`src/rtl/alu_pkg.sv`:
```
// Shared types and widths for the ALU execute stage.
package alu_pkg;

  localparam int unsigned DATA_W  = 32;
  localparam int unsigned SHAMT_W = 5;

  typedef enum logic [3:0] {
    OP_ADD  = 4'b0000,
    OP_SUB  = 4'b0001,
    OP_AND  = 4'b0010,
    OP_OR   = 4'b0011,
    OP_XOR  = 4'b0100,
    OP_NOT  = 4'b0101,
    OP_CLR  = 4'b0110,
    OP_CMPE = 4'b0111,
    OP_CMPG = 4'b1000,
    OP_CMPL = 4'b1001,
    OP_SHRA = 4'b1010,
    OP_SHRL = 4'b1011,
    OP_SHL  = 4'b1100,
    OP_JMPI = 4'b1101,
    OP_ILL  = 4'b1110,
    OP_NOP  = 4'b1111
  } alu_op_e;

  typedef enum logic {
    IDLE  = 1'b0,
    SHIFT = 1'b1
  } exec_state_e;

endpackage

```
`src/rtl/alu_shift_unit.sv`:
```
// Shift unit for the execute stage. Default build shifts one bit per cycle;
// with ALU_EXEC_BARREL_EN defined a combinational barrel shifter finishes on start.
// done_c pulses in the cycle res_c holds the final shifted value.
module alu_shift_unit
  import alu_pkg::*;
(
  input  logic                clk,
  input  logic                rst,
  input  logic                start,
  input  alu_op_e             op,
  input  logic [DATA_W-1:0]   value,
  input  logic [SHAMT_W-1:0]  amount,
  output logic                done_c,
  output logic [DATA_W-1:0]   res_c
);

`ifdef ALU_EXEC_BARREL_EN

  // Whole shift resolved in the start cycle.
  always_comb begin
    res_c  = value;
    done_c = start;
    case (op)
      OP_SHRA: res_c = DATA_W'($signed(value) >>> amount);
      OP_SHRL: res_c = value >> amount;
      OP_SHL:  res_c = value << amount;
      default: res_c = value;
    endcase
  end

`else

  logic               busy;
  logic [SHAMT_W-1:0] cnt;
  logic [DATA_W-1:0]  val;
  alu_op_e            kind;
  logic [DATA_W-1:0]  step;

  // One-bit shift of the working value.
  always_comb begin
    step = val;
    case (kind)
      OP_SHRA: step = {val[DATA_W-1], val[DATA_W-1:1]};
      OP_SHRL: step = {1'b0, val[DATA_W-1:1]};
      OP_SHL:  step = {val[DATA_W-2:0], 1'b0};
      default: step = val;
    endcase
  end

  // Working register: loaded at start, one bit per cycle, last step returned directly.
  always_ff @(posedge clk) begin
    if (rst) begin
      busy <= 1'b0;
      cnt  <= '0;
      val  <= '0;
      kind <= OP_SHL;
    end else if (start && (amount != '0)) begin
      busy <= 1'b1;
      cnt  <= amount;
      val  <= value;
      kind <= op;
    end else if (busy) begin
      val <= step;
      cnt <= cnt - SHAMT_W'(1);
      if (cnt == SHAMT_W'(1)) busy <= 1'b0;
    end
  end

  // A zero-amount shift completes immediately with the unshifted operand.
  always_comb begin
    done_c = (start && (amount == '0)) || (busy && (cnt == SHAMT_W'(1)));
    res_c  = busy ? step : value;
  end

`endif

endmodule

```
`src/rtl/alu_exec.sv`:
```
// ALU execute stage: operand-B select, arithmetic/logic/compare, shift sequencing
// and a valid/ready output register. Define ALU_EXEC_BARREL_EN for single-cycle shifts.
module alu_exec
  import alu_pkg::*;
(
  input  logic              clk,
  input  logic              rst,
  input  logic              in_valid,
  output logic              in_ready,
  input  logic [3:0]        op,
  input  logic              imm_sel,
  input  logic [DATA_W-1:0] src_a,
  input  logic [DATA_W-1:0] src_b,
  input  logic [DATA_W-1:0] imm,
  output logic              out_valid,
  input  logic              out_ready,
  output logic [DATA_W-1:0] result,
  output logic              cmp_flag,
  output logic              err
);

  alu_op_e           op_e;
  logic [DATA_W-1:0] opb;
  logic              accept;
  logic              is_shift;
  exec_state_e       state, state_next;

  logic [DATA_W-1:0] alu_res;
  logic              alu_err;
  logic              cmp_hit;
  logic              cmp_val;

  logic              shift_done;
  logic [DATA_W-1:0] shift_res;

  logic              load;
  logic [DATA_W-1:0] res_next;
  logic              err_next;
  logic              cmp_load;

  assign op_e     = alu_op_e'(op);
  assign opb      = imm_sel ? imm : src_b;
  assign in_ready = !rst && (state == IDLE) && (!out_valid || out_ready);
  assign accept   = in_valid && in_ready;
  assign is_shift = (op_e == OP_SHRA) || (op_e == OP_SHRL) || (op_e == OP_SHL);

  alu_shift_unit u_shift (
    .clk    (clk),
    .rst    (rst),
    .start  (accept && is_shift),
    .op     (op_e),
    .value  (src_a),
    .amount (opb[SHAMT_W-1:0]),
    .done_c (shift_done),
    .res_c  (shift_res)
  );

  // Single-cycle arithmetic, logic and signed compare.
  always_comb begin
    alu_res = '0;
    alu_err = 1'b0;
    cmp_hit = 1'b0;
    cmp_val = 1'b0;
    case (op_e)
      OP_ADD:  alu_res = src_a + opb;
      OP_SUB:  alu_res = src_a - opb;
      OP_AND:  alu_res = src_a & opb;
      OP_OR:   alu_res = src_a | opb;
      OP_XOR:  alu_res = src_a ^ opb;
      OP_NOT:  alu_res = ~src_a;
      OP_JMPI: alu_res = src_a;
      OP_CMPE: begin cmp_hit = 1'b1; cmp_val = (src_a == opb); end
      OP_CMPG: begin cmp_hit = 1'b1; cmp_val = ($signed(src_a) > $signed(opb)); end
      OP_CMPL: begin cmp_hit = 1'b1; cmp_val = ($signed(src_a) < $signed(opb)); end
      OP_ILL:  alu_err = 1'b1;
      default: alu_res = '0;
    endcase
    if (cmp_hit) alu_res = DATA_W'(cmp_val);
  end

  // FSM state register.
  always_ff @(posedge clk) begin
    if (rst) state <= IDLE;
    else     state <= state_next;
  end

  // Next state and result-register load decision.
  always_comb begin
    state_next = state;
    load       = 1'b0;
    res_next   = '0;
    err_next   = 1'b0;
    cmp_load   = 1'b0;
    case (state)
      IDLE: begin
        if (accept) begin
          if (is_shift) begin
            if (shift_done) begin
              load     = 1'b1;
              res_next = shift_res;
            end else begin
              state_next = SHIFT;
            end
          end else begin
            load     = 1'b1;
            res_next = alu_res;
            err_next = alu_err;
            cmp_load = cmp_hit;
          end
        end
      end
      SHIFT: begin
        if (shift_done) begin
          load       = 1'b1;
          res_next   = shift_res;
          state_next = IDLE;
        end
      end
      default: state_next = IDLE;
    endcase
  end

  // Output register; held while the consumer stalls.
  always_ff @(posedge clk) begin
    if (rst) begin
      out_valid <= 1'b0;
      result    <= '0;
      err       <= 1'b0;
      cmp_flag  <= 1'b0;
    end else begin
      if (load) begin
        out_valid <= 1'b1;
        result    <= res_next;
        err       <= err_next;
      end else if (out_ready) begin
        out_valid <= 1'b0;
      end
      if (cmp_load) cmp_flag <= cmp_val;
    end
  end

endmodule
```
`config.mk`:
```
export PLATFORM = sky130hd
export DESIGN_NAME = alu_exec
export DESIGN_NICKNAME = d
export VERILOG_FILES = /design/src/rtl/alu_pkg.sv /design/src/rtl/alu_shift_unit.sv /design/src/rtl/alu_exec.sv
export SDC_FILE = /design/constraint.sdc
export NUM_CORES = 1
export LEC_CHECK = 0
export ABC_AREA = 0
export CAP_MARGIN = 15
export CORE_MARGIN = 2
export CORE_UTILIZATION = 35
export CTS_CLUSTER_DIAMETER = 150
export CTS_CLUSTER_SIZE = 14
export DETAILED_ROUTE_END_ITERATION = 7
export SLEW_MARGIN = 20
export SYNTH_ARGS = -nofsm -noshare
export SYNTH_HDL_FRONTEND = slang
export SYNTH_SLANG_ARGS = --single-unit
```
`constraint.sdc`:
```
create_clock -name clk -period 5.1 [get_ports clk]
set_clock_uncertainty 0.1 [all_clocks]
set_input_delay 0.765 -clock clk [delete_from_list [all_inputs] [get_ports clk]]
set_output_delay 0.765 -clock clk [all_outputs]
set_load 0.05 [all_outputs]
```
==> flow_summary.ini <==
[clock_tree]
post_cts_buffers = 0
clk_pin_slew_ns = 0.07
cts_root_buffer = clkbuf_16
htree_levels = 3
cts_hold_buf = 0
numCtsBuffers = 9
cts_sinks = 78
postCtsResizedCells = 0
worstSkewPairLatency_ns = 0.35
clk_path_buf_depth = 2
cts_tree = yes

[yosys]
synthArstFlopShare_pct = 0
synth_top_area_share_pct = 15.1
yosys-top-cells-area = dfxtp_1 15%, ha_1 13%, a21oi_1 8.0%, nand2_1 6.6%, nor2_1 5.0%
ys_warn_count = 0
synth_nets = 1713
synthCells = 1496
ys.flop_type = dfxtp_1
yosysUniqueCellTypes = 85
netlist_area_um2 = 10400
yosys_register_bits = 78
synth.largest_area_cell = dfxtp_1
synth_edf_count = 0
synth_area_per_cell_um2 = 6.93
yosysSeqAreaShare_pct = 15.1

[power_and_ir_drop]
irDropWorstVdd_mv = 0.162
leakage_nw = 5.05
power_mw = 2.49
p_per_area_nw_per_um2 = 197

[global_route]
grt_pass1_vias = 11500
grt-ovfl-total = 0
grt_max_degree = 77
grt_use_total_pct = 27.3
grt_pass1_wl_um = 66800
antenna_found_initial = 0

[timing]
slew_headroom_pct = 27.3
fmax_mhz = 201
timing.hold.ws_ns = 0.356
fin_crit_ns = 4.98
slew_viol_final = 0
worst_slack_ns = 0.121
tightest_slew_ns = 1.09
final_hold_viol_count = 0
grt_setup_unrepaired = false
setup_violations = 0
post-route-period-util_pct = 97.6

[detailed_routing]
first_pass_iters = 6
drc_errors = 0
ant_nets = 0
wl_um = 43200
drtIter0Drc = 1319
via_per_inst = 6.16
wl_per_cell_um = 21.7
vias = 12300

[place]
io_buffers = 140
dp.cells = 1977
dp_slack_ns = -0.334
dp_hpwl_um = 32900
gp_congestion = 0.970

[floorplan]
core_um2 = 28900
initial_core_util_pct = 35.8
rows = 62
die_height_um = 176
dieArea_um2 = 31000
die_x_um = 176
pin_count = 141

[finish]
nNetsFinal = 1821
area_delta_synth_final_pct = 21.9
antenna_cells = 0
final_util_pct = 43.7
final_common_cell = nand2_1
final-instance-count-excl-fill = 1992
mostFrequentLayoutCells = 182 x nand2_1, 164 x a21oi_1, 138 x clkdlybuf4s50_1
final_layout_size_suffix_gt1_share_pct = 7.21

[worst_setup_path]
required_ns = 5.19
critPathMaxFanout = 12
criticalPathCategory = in -> reg
cp.arrival_ns = 5.07
crit_path_end_kind = flip-flop
startpoint_type = primary input

[flow_run]
cap_viol_max_count = 0

[worst_hold_path]
hold_class = reg -> reg

[status]
outcome = completed
[final timing paths]
| check | start | depth (start not counted) | slack [ns] | endpoint |
|---|---|---|---|---|
| max | imm_sel | 14 | 0.12 | result[17] |
| min | result[7] | 2 | 0.36 | result[7] |
| min reg2reg | result[7] | 2 | 0.36 | result[7] |
| max reg2reg | u_shift.kind[1] | 8 | 2.00 | result[27] |
[synthesized netlist by cell type, types with 7 or more instances]
cell      instances
nand2_1         182
nand3_1          24
nor4_1           13
xor2_1            8
or3_1             7
buf_2            17
ha_1            110
inv_1            98
o31ai_1          17
a22oi_1          11
nor2b_1          13
o22ai_1          24
a21o_1           19
a211o_1           7
a211oi_1         18
a221oi_1         29
nand2b_1         21
nor3_1           26
a221o_1          34
a31oi_1          16
o211ai_1         53
xnor2_1           8
mux2i_1          39
nor2_1          137
o21ai_0          80
nand4_1          11
clkbuf_1         85
dfxtp_1          78
and2_1            7
o21bai_1         13
a21oi_1         165
[flip-flops by register name (all words and copies together), names as in the netlist]
| register | flops |
|---|---|
| cmp_flag | 1 |
| state | 1 |
| err | 1 |
| out_valid | 1 |
| u_shift.val | 32 |
| u_shift.kind | 4 |
| u_shift.cnt | 5 |
| result | 32 |
| u_shift.busy | 1 |
[power breakdown]
group | leakage (nW) | switching, mW | internal (mW)
registers | 0.634 | 0.0322 | 0.641
clock network | 0.125 | 0.285 | 0.328
logic | 4.29 | 0.749 | 0.451
total | 5.05 | 1.07 | 1.42
[layout make-up]
| type | instances | area, um2 |
|---|---|---|
| fill | 3081 | 16300 |
| tap | 384 | 480 |
| clock inverter | 5 | 37.5 |
| clock buffer | 10 | 229 |
| multi-input combinational | 1210 | 8050 |
| inverter | 99 | 372 |
| timing repair buffer | 206 | 1900 |
| sequential | 78 | 1560 |
[metal layers]
| layer | vias to the layer above | GRT usage [%] | part of all wire, % |
|---|---|---|---|
| met5 | - | 0 | 0 |
| met4 | 0 | 7.64 | 2.8 |
| met3 | 62 | 3.55 | 6.9 |
| met2 | 538 | 46.2 | 47 |
| met1 | 5966 | 36.3 | 44 |
| li1 | 5711 | - | - |
[cell families (layout without fill, tap and decap cells)]
logic type,Yosys count,count (layout),synth area share (%)
buf+inv,208,320,7.81
simple gates,476,476,21.1
flops,78,78,15.1
mux,39,39,3.77
fa+ha+maj,112,112,13.7
compound gates,567,567,37.2
xor+xnor,16,16,1.35
[worst max-delay path: stages]
cell and delay [ns]:
buf_2 0.30, buf_4 0.26, mux2i_1 0.52, ha_1 0.48
nor2b_1 0.17, or4_1 0.42, o21ai_1 0.39, o31ai_1 0.19
buf_4 0.19, a21oi_1 0.19, o221a_2 0.22, a21oi_1 0.07
a2111oi_1 0.71, o22ai_1 0.15
[metrics by stage]
step / setup TNS (ns) / cell area, um2
after global routing: 0 / 12600
after floorplan: 0 / 10400
after CTS: 0 / 12600
final: 0 / 12600
after detailed placement: -0.334 / 12400
after global placement: -0.240 / 12400
(Power assumes the default switching activity.)
